--- src/rtl/hack_loader.sv ---
// Byte-stream boot loader: parses a length-prefixed frame of 16-bit words, writes them into
// instruction memory, verifies a 16-bit additive checksum and releases the CPU on success.
module hack_loader #(
    parameter int unsigned MAX_WORDS = 32768
) (
    input  logic        clk,
    input  logic        reset,
    input  logic        start,
    input  logic [7:0]  rx_data,
    input  logic        rx_valid,
    output logic        rx_ready,
    output logic        im_we,
    output logic [15:0] im_addr,
    output logic [15:0] im_wdata,
    output logic        cpu_reset,
    output logic        busy,
    output logic        done,
    output logic        err
);

    typedef enum logic [3:0] {
        StIdle, StLenH, StLenL, StDatH, StDatL, StWr, StSumH, StSumL, StDone, StErr
    } state_e;

    state_e      state_q, state_d;
    logic [15:0] index_q, index_d;
    logic [15:0] sum_q, sum_d;
    logic [15:0] len_q, len_d;
    logic [15:0] addr_q, addr_d;
    logic [15:0] wdata_q, wdata_d;
    logic [7:0]  hi_q, hi_d;
    logic [15:0] rx_word;
    logic        accept;

    // High byte of every big-endian field shares one holding register.
    assign rx_word = {hi_q, rx_data};
    assign accept  = rx_valid && rx_ready;

    always_ff @(posedge clk or posedge reset) begin
        if (reset) begin
            state_q <= StIdle;
            index_q <= '0;
            sum_q   <= '0;
            len_q   <= '0;
            addr_q  <= '0;
            wdata_q <= '0;
            hi_q    <= '0;
        end else begin
            state_q <= state_d;
            index_q <= index_d;
            sum_q   <= sum_d;
            len_q   <= len_d;
            addr_q  <= addr_d;
            wdata_q <= wdata_d;
            hi_q    <= hi_d;
        end
    end

    always_comb begin
        state_d = state_q;
        index_d = index_q;
        sum_d   = sum_q;
        len_d   = len_q;
        addr_d  = addr_q;
        wdata_d = wdata_q;
        hi_d    = hi_q;
        unique case (state_q)
            StIdle, StDone, StErr: begin
                if (start) begin
                    state_d = StLenH;
                    index_d = '0;
                    sum_d   = '0;
                end
            end
            StLenH, StDatH, StSumH: begin
                if (accept) begin
                    hi_d = rx_data;
                    unique case (state_q)
                        StLenH:  state_d = StLenL;
                        StDatH:  state_d = StDatL;
                        default: state_d = StSumL;
                    endcase
                end
            end
            StLenL: begin
                if (accept) begin
                    len_d = rx_word;
                    if (32'(rx_word) > MAX_WORDS) begin
                        state_d = StErr;
                    end else if (rx_word == 16'd0) begin
                        state_d = StSumH;
                    end else begin
                        state_d = StDatH;
                    end
                end
            end
            StDatL: begin
                if (accept) begin
                    // Address and data are latched here so they hold after WR.
                    wdata_d = rx_word;
                    addr_d  = index_q;
                    state_d = StWr;
                end
            end
            StWr: begin
                index_d = index_q + 16'd1;
                sum_d   = sum_q + wdata_q;
                state_d = (index_d == len_q) ? StSumH : StDatH;
            end
            StSumL: begin
                if (accept) begin
                    state_d = (rx_word == sum_q) ? StDone : StErr;
                end
            end
            default: state_d = StIdle;
        endcase
    end

    always_comb begin
        rx_ready  = 1'b0;
        im_we     = 1'b0;
        busy      = 1'b0;
        done      = 1'b0;
        err       = 1'b0;
        cpu_reset = 1'b1;
        unique case (state_q)
            StLenH, StLenL, StDatH, StDatL, StSumH, StSumL: begin
                rx_ready = 1'b1;
                busy     = 1'b1;
            end
            StWr: begin
                im_we = 1'b1;
                busy  = 1'b1;
            end
            StDone: begin
                done      = 1'b1;
                cpu_reset = 1'b0;
            end
            StErr:   err = 1'b1;
            default: ;
        endcase
    end

    assign im_addr  = addr_q;
    assign im_wdata = wdata_q;

endmodule

--- config.mk ---
export PLATFORM = sky130hd
export DESIGN_NAME = hack_loader
export DESIGN_NICKNAME = d
export VERILOG_FILES = /design/src/rtl/hack_loader.sv
export SDC_FILE = /design/constraint.sdc
export NUM_CORES = 1
export LEC_CHECK = 0
export BUFFER_PORTS_ARGS = -buffer_cell sky130_fd_sc_hd__buf_4
export CORE_UTILIZATION = 35
export DETAILED_ROUTE_END_ITERATION = 6
export PLACE_DENSITY = 0.51
export SETUP_SLACK_MARGIN = 0.3
export SYNTH_ARGS = -nofsm -noshare
export SYNTH_HDL_FRONTEND = slang
export SYNTH_SLANG_ARGS = --single-unit
--- constraint.sdc ---
create_clock -name clk -period 9 [get_ports clk]
set_input_delay 2.7 -clock clk [delete_from_list [all_inputs] [get_ports clk]]
set_output_delay 2.7 -clock clk [all_outputs]
set_load 0.05 [all_outputs]
==> summary.txt, run 1 <==
Synthesis
  • Post-Synthesis Mean Instance Area: 10.5 um^2
  • Synth Instances: 486
  • Synthesized-area fraction occupied by xor and xnor cells: 8.59%
  • Summed instance area of the synthesized netlist: 5100 um^2
  • Compound-gate portion of the synthesized area: 14.8%
  • Post-synthesis mux area share: 12.4%
  • Post-synthesis sequential element count: 92
  • Total nets after synthesis: 515
  • Simple logic cell fraction of the synthesized area: 12.3%
  • Prevailing post-synth register cell: sky130_fd_sc_hd__dfrtp_1
  • Unique cell type count in the Yosys netlist: 56
  • Post-synth EDFFs: 0
  • Count of warnings emitted by yosys: 0
  • Async set-reset flop share out of synthesis: 100%
  • Largest family of logic cells by synthesized area: compound AO/OA/AOI/OAI gates
  • Synth Area in Adders: 4.32%
  • Part of the Yosys area used for sequential elements: 45.2%

Clock tree
  • Number of hold-repair buffers added at the cts stage: 0
  • Number of buffers between clock root and the deepest sink: 2
  • Setup Fix Bufs, Post-CTS: 0
  • Clk slew on worst S/H paths: 70 ps
  • Root buf cell: sky130_fd_sc_hd__clkbuf_16
  • Clock latency reported for the late side of the worst-skew pair: 350 ps
  • TritonCTS clock tree: built
  • Count of clock tree sinks: 92
  • CTS buffer count: 9
  • Number of cells upsized or downsized after cts: 0
  • CTS H-Tree Depth: 3

Floorplanning
  • Number of cell rows: 43
  • Die outline width: 123 um
  • Count of boundary I/O pins: 50
  • Die boundary height: 123 um
  • Core area: 14000 um^2
  • Die Footprint: 15100 um^2
  • Starting density of the core: 36.3%

STA
  • Clock Skew: 5.12 ps
  • Clock period minus worst slack: 4970 ps
  • Final hold violations: 0
  • Hold slack: 504 ps
  • Relative slew slack: 38.3%
  • Highest achievable clock rate: 201 MHz
  • Final setup violation count: 0
  • Portion of the clock cycle consumed by the worst path in the final layout: 55.2%
  • Worst-Margin Slew: 923 ps
  • RSZ-0062 raised after global routing: no
  • Total Negative Setup Slacks: 0 ps
  • Final number of max-transition violations: 0

Final layout
  • Sequential cell area: 2300 um^2
  • Area used by multi-input combinational logic: 2680 um^2
  • Fraction of final layout cells sized beyond drive strength 1: 25.4%
  • Post-layout nets: 559
  • Antenna fix cells: 0
  • Layout filler cell count: 1364
  • P&R area growth vs syn: 16.0%

Global route
  • Residual overflow from global routing: 0
  • Via count of the first global-routing pass: 3810
  • Global-route wire length before repair: 20300 um
  • Maximum number of pins on one net before global-route repair: 67
  • Number of antenna violations at the first check in global routing: 0
  • Global routing usage summed across all routing layers: 17.8%

Critical path
  • CP Data Required Time: 6300 ps
  • Nature of the critical path startpoint: flip-flop
  • Worst Setup End Kind: output port
  • Worst endpoint data arrival time: 2270 ps
  • Crit path largest cell delay: 590 ps
  • Cell depth of the worst flop-to-flop path: 8
  • Crit path kind: reg -> out
  • Critical path, cell by cell: nand2b_1, nor2_1, nand2_1, inv_1, buf_4
  • Reg-to-reg startpoint: index_q[0]$_DFFE_PP0P_
  • Standard cell with the maximum stage delay on the critical path: sky130_fd_sc_hd__dfrtp_1
  • Crit Path Max Fanout: 16
  • Worst reg2reg path endpoint: state_q[0]$_DFFE_PP0P_
  • Reg2Reg Setup Slack: 6040 ps

Job
  • Count of maximum capacitance violations: 0

Power and ir drop
  • Power per standard cell area: 371 nW/um^2
  • Leak pwr: 2.69 nW
  • Maximum vdd ir drop: 0.234 mV

Hold path
  • Start point of the worst hold path: im_addr[4]$_DFFE_PP0P_
  • Instance count along the most critical hold path: 1
  • Class of the tightest hold or removal check: reg -> reg
  • Hold EP: im_addr[4]$_DFFE_PP0P_

Placed design
  • Count of input and output buffers: 49
  • Final weighted congestion in routability-driven placement: 0.866
  • Detailed placer's ending HPWL: 8760 um

Routing
  • Number of iterations in the first detailed-routing pass: 4
  • Via count: 3864
  • Total wirelength of the detailed-routed design: 12300 um
  • Number of remaining DRC errors: 0
  • Wire per inst: 17.3 um
  • Antenna violation net count after detailed routing: 0
  • Ratio of routed vias to standard cells: 5.40
  • DRC violation total after the first TritonRoute iteration: 305

Outcome
  • Run status: complete, no violations
[registers in the layout, indices dropped and copies added (netlist names)]
signal    count
len_q        16
hi_q          8
im_addr      16
index_q      16
im_wdata     16
sum_q        16
state_q       4
[cells in the mapped netlist (all sizes together) (2+ instances only)]
cell      n  share of area [%]
a311oi    2               0.34
inv       9               0.66
nor3b     3               0.44
clkbuf   14                1.0
xor2     16                2.7
a21oi    23                2.3
o22ai     4               0.49
o31ai     7                1.0
nand3     8               0.79
dfrtp    92                 45
a31o      3               0.52
nand2b    4               0.49
nor2     29                2.1
nand4     7               0.86
a22oi     2               0.29
a211oi    3               0.44
o21a      3               0.44
a22o      4               0.69
and4      4               0.69
buf       7               0.76
o21ai    44                4.3
nor3      6               0.59
nor4      6               0.74
and3      9                1.4
nand2    36                2.7
o2111ai   2               0.34
a221o     2               0.39
ha       16                3.9
nor2b     2               0.25
or4       2               0.37
o211ai    2               0.29
or2       2               0.25
nand3b    2               0.29
mux2     56                 12
xnor2    34                5.8
a21o      7                1.0
[power by group]
group / internal [W] / switching (W) / total, W / leakage, nW
Sequential: 0.000573 / 0.000177 / 0.000750 / 1.19
Combinational: 0.000448 / 0.000646 / 0.00109 / 1.36
Clock: 0.000186 / 0.000164 / 0.000351 / 0.139
[how the worst max path moves through the flow]
stage / start / to / cells past startpoint
2_1_floorplan: reset / hi_q[0]$_DFFE_PP0P_ / 1
3_3_place_gp: state_q[2]$_DFFE_PP0P_ / im_we / 5
3_5_place_dp: state_q[2]$_DFFE_PP0P_ / im_we / 5
4_1_cts: state_q[2]$_DFFE_PP0P_ / im_we / 5
5_1_grt: state_q[2]$_DFFE_PP0P_ / im_we / 5
6_report: state_q[2]$_DFFE_PP0P_ / im_we / 5
[kinds of logic after synthesis]
family                   after synthesis
AND/OR/NAND/NOR                      122
AO/OA/AOI/OAI                        119
flip-flops                            92
multiplexers                          56
XOR/XNOR                              50
buffers and inverters                 30
adder cells (fa/ha/maj)               17
[worst max-delay path: cells and delay by family, from the launching register on]
family,cells,cell delay [ps]
buf+inv,2,860
flops,1,590
simple gates,3,480
[stage by stage]
stage                     total power, W  area (um^2)  worst slack (ps)  std cells  util [%]
after floorplan                  0.00155         5100              3910        486         -
after global placement           0.00184         5650              4450        699      40.2
after detailed placement         0.00185         5650              4410        699      40.2
after CTS                        0.00222         5910              4010        715      42.1
after global routing             0.00235         5910              3830        715      42.1
final                            0.00219         5910              4030        715      42.1
[area by class of cell]
class                      count  share of cell area (%)
multi-input combinational    364                    45.3
clock buffer                   9                    3.81
tap                          180                    3.81
inverter                       9                   0.592
sequential                    92                    38.9
timing repair buffer          54                    6.86
clock inverter                 7                   0.719
[layer usage]
layer | global-route usage (%) | vias up | wire [um]
met2 | 27.8 | 81 | 5670
met3 | 2.70 | 11 | 414
met1 | 24.8 | 1915 | 6080
met4 | 7.01 | 0 | 178
li1 | - | 1857 | -
met5 | 0 | - | 0
[cells in the final DEF (no fill, tap or decap), types with 7 or more instances in the layout]
cell,n
sky130_fd_sc_hd__a21oi_1,23
sky130_fd_sc_hd__nand4_1,7
sky130_fd_sc_hd__xnor2_1,34
sky130_fd_sc_hd__o31ai_1,7
sky130_fd_sc_hd__a21o_1,7
sky130_fd_sc_hd__nand3_1,8
sky130_fd_sc_hd__mux2_2,56
sky130_fd_sc_hd__buf_4,54
sky130_fd_sc_hd__xor2_1,16
sky130_fd_sc_hd__dfrtp_1,92
sky130_fd_sc_hd__inv_1,8
sky130_fd_sc_hd__o21ai_0,43
sky130_fd_sc_hd__ha_1,16
sky130_fd_sc_hd__nor2_1,29
sky130_fd_sc_hd__clkbuf_16,9
sky130_fd_sc_hd__nand2_1,36
Note: power is estimated with default switching activity, not from simulation.
==> run 2: changes to the inputs <==
--- a/config.mk
+++ b/config.mk
@@ -8,7 +8,7 @@
 export BUFFER_PORTS_ARGS = -buffer_cell sky130_fd_sc_hd__buf_4
 export CORE_UTILIZATION = 35
 export DETAILED_ROUTE_END_ITERATION = 6
-export PLACE_DENSITY = 0.51
+export PLACE_DENSITY = 0.53
 export SETUP_SLACK_MARGIN = 0.3
 export SYNTH_ARGS = -nofsm -noshare
 export SYNTH_HDL_FRONTEND = slang
==> constraint.sdc (replaced) <==
create_clock -name clk -period 4 [get_ports clk]
set_input_delay 1.2 -clock clk [delete_from_list [all_inputs] [get_ports clk]]
set_output_delay 1.2 -clock clk [all_outputs]
set_load 0.05 [all_outputs]
==> run 2 against run 1 <==
Global-route usage decreased by 0.57 points; via count decreased by 1.0%; utilization increased by 0.78 points; combinational power increased by 120%; sequential power increased by 130%; critical endpoint unchanged; register-to-register slack got worse by 4900 ps; highest routed layer unchanged.
==> summary.txt, run 2 (synthesis gave the netlist of run 1 again) <==
Clock tree
  • Clock latency reported for the late side of the worst-skew pair: 350 ps
  • CTS H-Tree Depth: 3
  • Number of hold-repair buffers added at the cts stage: 0
  • Number of buffers between clock root and the deepest sink: 2
  • TritonCTS clock tree: built
  • Setup Fix Bufs, Post-CTS: 0
  • Clk slew on worst S/H paths: 60 ps
  • CTS buffer count: 9
  • Root buf cell: sky130_fd_sc_hd__clkbuf_16
  • Count of clock tree sinks: 92
  • Number of cells upsized or downsized after cts: 0

Global route
  • Residual overflow from global routing: 0
  • Maximum number of pins on one net before global-route repair: 84
  • Global routing usage summed across all routing layers: 17.3%
  • Via count of the first global-routing pass: 3700
  • Global-route wire length before repair: 19600 um
  • Number of antenna violations at the first check in global routing: 0

Power and ir drop
  • Maximum vdd ir drop: 0.395 mV
  • Clk pwr share: 19.4%
  • Net switching share of the total power: 42.9%
  • Power per standard cell area: 853 nW/um^2
  • Combinational share of power: 47.7%
  • Internal Dissipation: 0.00293 W
  • Proportion of power drawn by flip-flops and latches: 32.9%
  • Net switching component of the power: 0.00221 W
  • Leak pwr: 2.74 nW

Routing
  • Wire per inst: 16.7 um
  • Via count: 3825
  • Antenna violation net count after detailed routing: 0
  • Ratio of routed vias to standard cells: 5.33
  • Number of iterations in the first detailed-routing pass: 4
  • DRC violation total after the first TritonRoute iteration: 232
  • Total wirelength of the detailed-routed design: 11900 um
  • Number of remaining DRC errors: 0

Job
  • Count of maximum capacitance violations: 0

Critical path
  • Crit path largest cell delay: 610 ps
  • CP Data Required Time: 2800 ps
  • Crit path kind: reg -> out
  • Cell depth of the worst flop-to-flop path: 8
  • Worst Setup End Kind: output port
  • Standard cell with the maximum stage delay on the critical path: sky130_fd_sc_hd__dfrtp_1
  • Launch point of the critical path: state_q[2]$_DFFE_PP0P_
  • Nature of the critical path startpoint: flip-flop
  • Worst endpoint data arrival time: 1850 ps
  • Critical path, cell by cell: nand2b_1, nor2_1, nand2_1, inv_1, buf_4
  • Reg-to-reg startpoint: index_q[0]$_DFFE_PP0P_
  • Crit Path Max Fanout: 13

STA
  • Clock period minus worst slack: 3050 ps
  • Worst-Margin Slew: 963 ps
  • Final hold violations: 0
  • RSZ-0062 raised after global routing: no
  • Relative slew slack: 35.8%
  • Highest achievable clock rate: 328 MHz
  • Portion of the clock cycle consumed by the worst path in the final layout: 76.2%
  • Total Negative Setup Slacks: 0 ps
  • Final setup violation count: 0
  • Final number of max-transition violations: 0
  • Clock Skew: 7.46 ps

Final layout
  • Antenna fix cells: 0
  • Count of placed standard cells in the final layout, fillers left out: 717
  • P&R area growth vs syn: 18.1%
  • Fraction of final layout cells sized beyond drive strength 1: 25.5%
  • Leading cell type in the layout, fill and taps excluded: sky130_fd_sc_hd__dfrtp_1
  • Most used cells in the layout excluding fill and tap cells: sky130_fd_sc_hd__dfrtp_1 (92), sky130_fd_sc_hd__mux2_2 (56), sky130_fd_sc_hd__buf_4 (55)
  • Post-layout nets: 561

Hold path
  • Start point of the worst hold path: im_addr[9]$_DFFE_PP0P_
  • Class of the tightest hold or removal check: reg -> reg
  • Instance count along the most critical hold path: 1

Floorplanning
  • Count of boundary I/O pins: 50
  • Core area: 14000 um^2
  • Number of cell rows: 43
  • Die outline width: 123 um
  • Starting density of the core: 36.3%
  • Die boundary height: 123 um
  • Die Footprint: 15100 um^2

Placed design
  • Detailed placer's ending HPWL: 8660 um
  • Count of input and output buffers: 49
  • Total placed cells including tap cells: 701
  • Final weighted congestion in routability-driven placement: 0.841

Outcome
  • Run status: complete, no violations
run 2: power by group through the flow:
stage / Combinational (W) / Clock (W) / Sequential [W]
2_1_floorplan: 0.00143 / 0 / 0.00206
3_3_place_gp: 0.00243 / 0 / 0.00170
3_5_place_dp: 0.00245 / 0 / 0.00172
4_1_cts: 0.00246 / 0.00102 / 0.00170
5_1_grt: 0.00267 / 0.00106 / 0.00175
6_report: 0.00245 / 0.000995 / 0.00169
run 2: worst max-delay path, delay by kind of cell, from the launching register on:
family | cells | cell delay (ps)
flip-flops | 1 | 610
AND/OR/NAND/NOR | 3 | 570
buffers and inverters | 2 | 330
run 2: metrics by stage:
stage,setup slack (ps),power [W],util [%],cell area [um^2],hold slack [ps]
6_report,951,0.00514,42.9,6020,507
5_1_grt,767,0.00548,42.9,6020,524
4_1_cts,939,0.00519,42.9,6020,514
3_5_place_dp,1020,0.00417,40.4,5670,499
3_3_place_gp,1080,0.00414,40.4,5670,490
2_1_floorplan,408,0.00349,-,5100,489
run 2: path summary, 6_finish.rpt:
kind                                          end  slack, ps
setup reg to reg           state_q[0]$_DFFE_PP0P_       1150
hold reg to reg            im_addr[9]$_DFFE_PP0P_        510
setup / recovery                            im_we        950
min in group asynchronous  state_q[3]$_DFFE_PP0P_        750
max in group asynchronous  index_q[8]$_DFFE_PP0P_       2550
hold / removal             im_addr[9]$_DFFE_PP0P_        510
run 2: layout make-up:
type,count,area (um^2)
well taps,180,225
fillers,1356,8020
clock buffers,11,243
multi-input cells,364,2680
inverters,9,35.0
flip-flops and latches,92,2300
clock inverters,5,108
repair buffers,56,433
run 2: layer usage:
metal  up-vias  track usage [%]  part of all wire (%)
li1       1869                -                     -
met1      1865             24.1                    49
met2        75             26.7                    45
met3        16             2.93                   3.7
met4         0             6.25                   1.5
met5         -                0                     0
==> run 3: changes to the inputs <==
==> constraint.sdc (replaced) <==
create_clock -name clk -period 2.5 [get_ports clk]
set_input_delay 0.75 -clock clk [delete_from_list [all_inputs] [get_ports clk]]
set_output_delay 0.75 -clock clk [all_outputs]
set_load 0.05 [all_outputs]
==> run 3 against run 2 <==
Register-to-register slack worse by 1100 ps; sequential share of layout area is 3.2 points lower; total power is 74% higher; largest cell class unchanged; highest routed layer unchanged; critical endpoint is now state_q[0]$_DFFE_PP0P_.
==> summary.txt, run 3 (synthesis gave the netlist of run 1 again) <==
Outcome
  • Run status: complete, no violations

Placed design
  • Count of input and output buffers: 49
  • Detailed placer's ending HPWL: 8920 um
  • Final weighted congestion in routability-driven placement: 0.897

Final layout
  • Most used cells in the layout excluding fill and tap cells: sky130_fd_sc_hd__buf_4 (90), sky130_fd_sc_hd__dfrtp_1 (87), sky130_fd_sc_hd__mux2_2 (56)
  • Fraction of final layout cells sized beyond drive strength 1: 37.3%
  • Leading cell type in the layout, fill and taps excluded: sky130_fd_sc_hd__buf_4
  • Post-layout nets: 601
  • Layout filler cell count: 1308
  • Antenna fix cells: 0
  • P&R area growth vs syn: 29.3%

STA
  • Clock period minus worst slack: 2460 ps
  • Portion of the clock cycle consumed by the worst path in the final layout: 98.5%
  • Hold slack: 504 ps
  • Clock Skew: 4.69 ps
  • RSZ-0062 raised after global routing: yes
  • Final setup violation count: 0
  • Highest achievable clock rate: 406 MHz
  • Final number of max-transition violations: 0
  • Relative slew slack: 64.8%
  • Final hold violations: 0
  • Worst-Margin Slew: 528 ps

Clock tree
  • Count of clock tree sinks: 92
  • Root buf cell: sky130_fd_sc_hd__clkbuf_16
  • Clock latency reported for the late side of the worst-skew pair: 350 ps
  • Number of hold-repair buffers added at the cts stage: 0
  • TritonCTS clock tree: built
  • CTS buffer count: 9
  • CTS H-Tree Depth: 3
  • Clk slew on worst S/H paths: 70 ps
  • Number of buffers between clock root and the deepest sink: 2

Global route
  • Via count of the first global-routing pass: 4001
  • Number of antenna violations at the first check in global routing: 0
  • Global-route wire length before repair: 20800 um
  • Residual overflow from global routing: 0
  • Maximum number of pins on one net before global-route repair: 93
  • Global routing usage summed across all routing layers: 18.2%

Critical path
  • Worst endpoint data arrival time: 2700 ps
  • Critical path, cell by cell: ha_4, xnor2_2, nand2_1, a221o_1, a211oi_2, o2111ai_2, or4_4, a221o_1
  • Top delay family on crit path: compound AO/OA/AOI/OAI gates
  • Total number of cells along the worst setup path: 8
  • Crit path kind: reg -> reg
  • CP Data Required Time: 2730 ps
  • Count of buffer and inverter cells on the critical path: 0
  • Crit path largest cell delay: 510 ps
  • Nature of the critical path startpoint: flip-flop
  • Most Frequent Cell on Critical Path: sky130_fd_sc_hd__a221o_1
  • Reg2Reg Setup Slack: 40 ps
  • Crit Path Max Fanout: 2
  • Worst Setup End Kind: flip-flop
  • Cell depth of the worst flop-to-flop path: 8
  • Standard cell with the maximum stage delay on the critical path: sky130_fd_sc_hd__or4_4

Routing
  • DRC violation total after the first TritonRoute iteration: 183
  • Total wirelength of the detailed-routed design: 13000 um
  • Wire per inst: 17.2 um
  • Ratio of routed vias to standard cells: 5.40
  • Via count: 4089
  • Number of remaining DRC errors: 0
  • Antenna violation net count after detailed routing: 0
  • Number of iterations in the first detailed-routing pass: 4

Floorplanning
  • Die outline width: 123 um
  • Count of boundary I/O pins: 50
  • Die Footprint: 15100 um^2
  • Core area: 14000 um^2
  • Die boundary height: 123 um
  • Number of cell rows: 43
  • Starting density of the core: 36.3%

Hold path
  • Class of the tightest hold or removal check: reg -> reg
  • Instance count along the most critical hold path: 1

Job
  • Count of maximum capacitance violations: 0

Power and ir drop
  • Maximum vdd ir drop: 0.673 mV
  • Total Power Consumption: 0.00892 W
  • Leak pwr: 2.95 nW
  • Power per standard cell area: 1350 nW/um^2
==> run 3: final timing paths <==
check,to,start
worst max register to register,state_q[0]$_DFFE_PP0P_,index_q[1]$_DFFE_PP0P_
worst min register to register,im_addr[11]$_DFFE_PP0P_,im_addr[11]$_DFFE_PP0P_
min in group asynchronous,sum_q[13]$_DFFE_PP0P_,reset
worst min-delay path,im_addr[11]$_DFFE_PP0P_,im_addr[11]$_DFFE_PP0P_
worst max-delay path,state_q[0]$_DFFE_PP0P_,index_q[1]$_DFFE_PP0P_
max in group asynchronous,im_wdata[0]$_DFFE_PP0P_,reset
==> run 3: power breakdown <==
part | switching, W | total, W | internal [W]
clock network | 0.000599 | 0.00168 | 0.00108
logic | 0.00261 | 0.00457 | 0.00196
registers | 0.000603 | 0.00267 | 0.00207
==> run 3: cell type report <==
| class | instances | area (um^2) | area share [%] |
|---|---|---|---|
| Inverter | 9 | 45.0 | 0.683 |
| Clock buffer | 9 | 225 | 3.41 |
| Clock inverter | 7 | 139 | 2.11 |
| Timing Repair Buffer | 96 | 752 | 11.4 |
| Tap cell | 180 | 225 | 3.41 |
| Multi-Input combinational cell | 364 | 2900 | 44.0 |
| Sequential cell | 92 | 2310 | 35.0 |
==> run 3: metrics by stage <==
stage	cells	area [um^2]	util [%]	setup WS [ps]	setup TNS (ps)
finish	757	6600	47.0	37.9	0
global route	757	6600	47.0	-59.5	-100
CTS	751	6400	45.6	21.3	0
detailed placement	725	5910	42.1	-64.9	-64.9
global placement	725	5910	42.1	-51.9	-51.9
floorplan	486	5170	-	62.2	0
==> run 3: layer usage <==
metal,wire [um],GRT usage (%),vias to the layer above
met3,403,2.83,18
met5,0,0,-
met4,269,7.93,0
li1,-,-,1945
met2,6190,29.4,92
met1,6160,24.2,2034
==> run 3: what timing repair did <==
| item | in CTS | in global routing |
|---|---|---|
| endpoints found under the setup margin | 9 | 12 |
| gates resized for setup | 17 | 27 |
| pin swaps | 6 | 17 |
| buffers inserted | 10 | 6 |
| gates cloned | 0 | 0 |
| endpoints found under the hold margin | 0 | 0 |
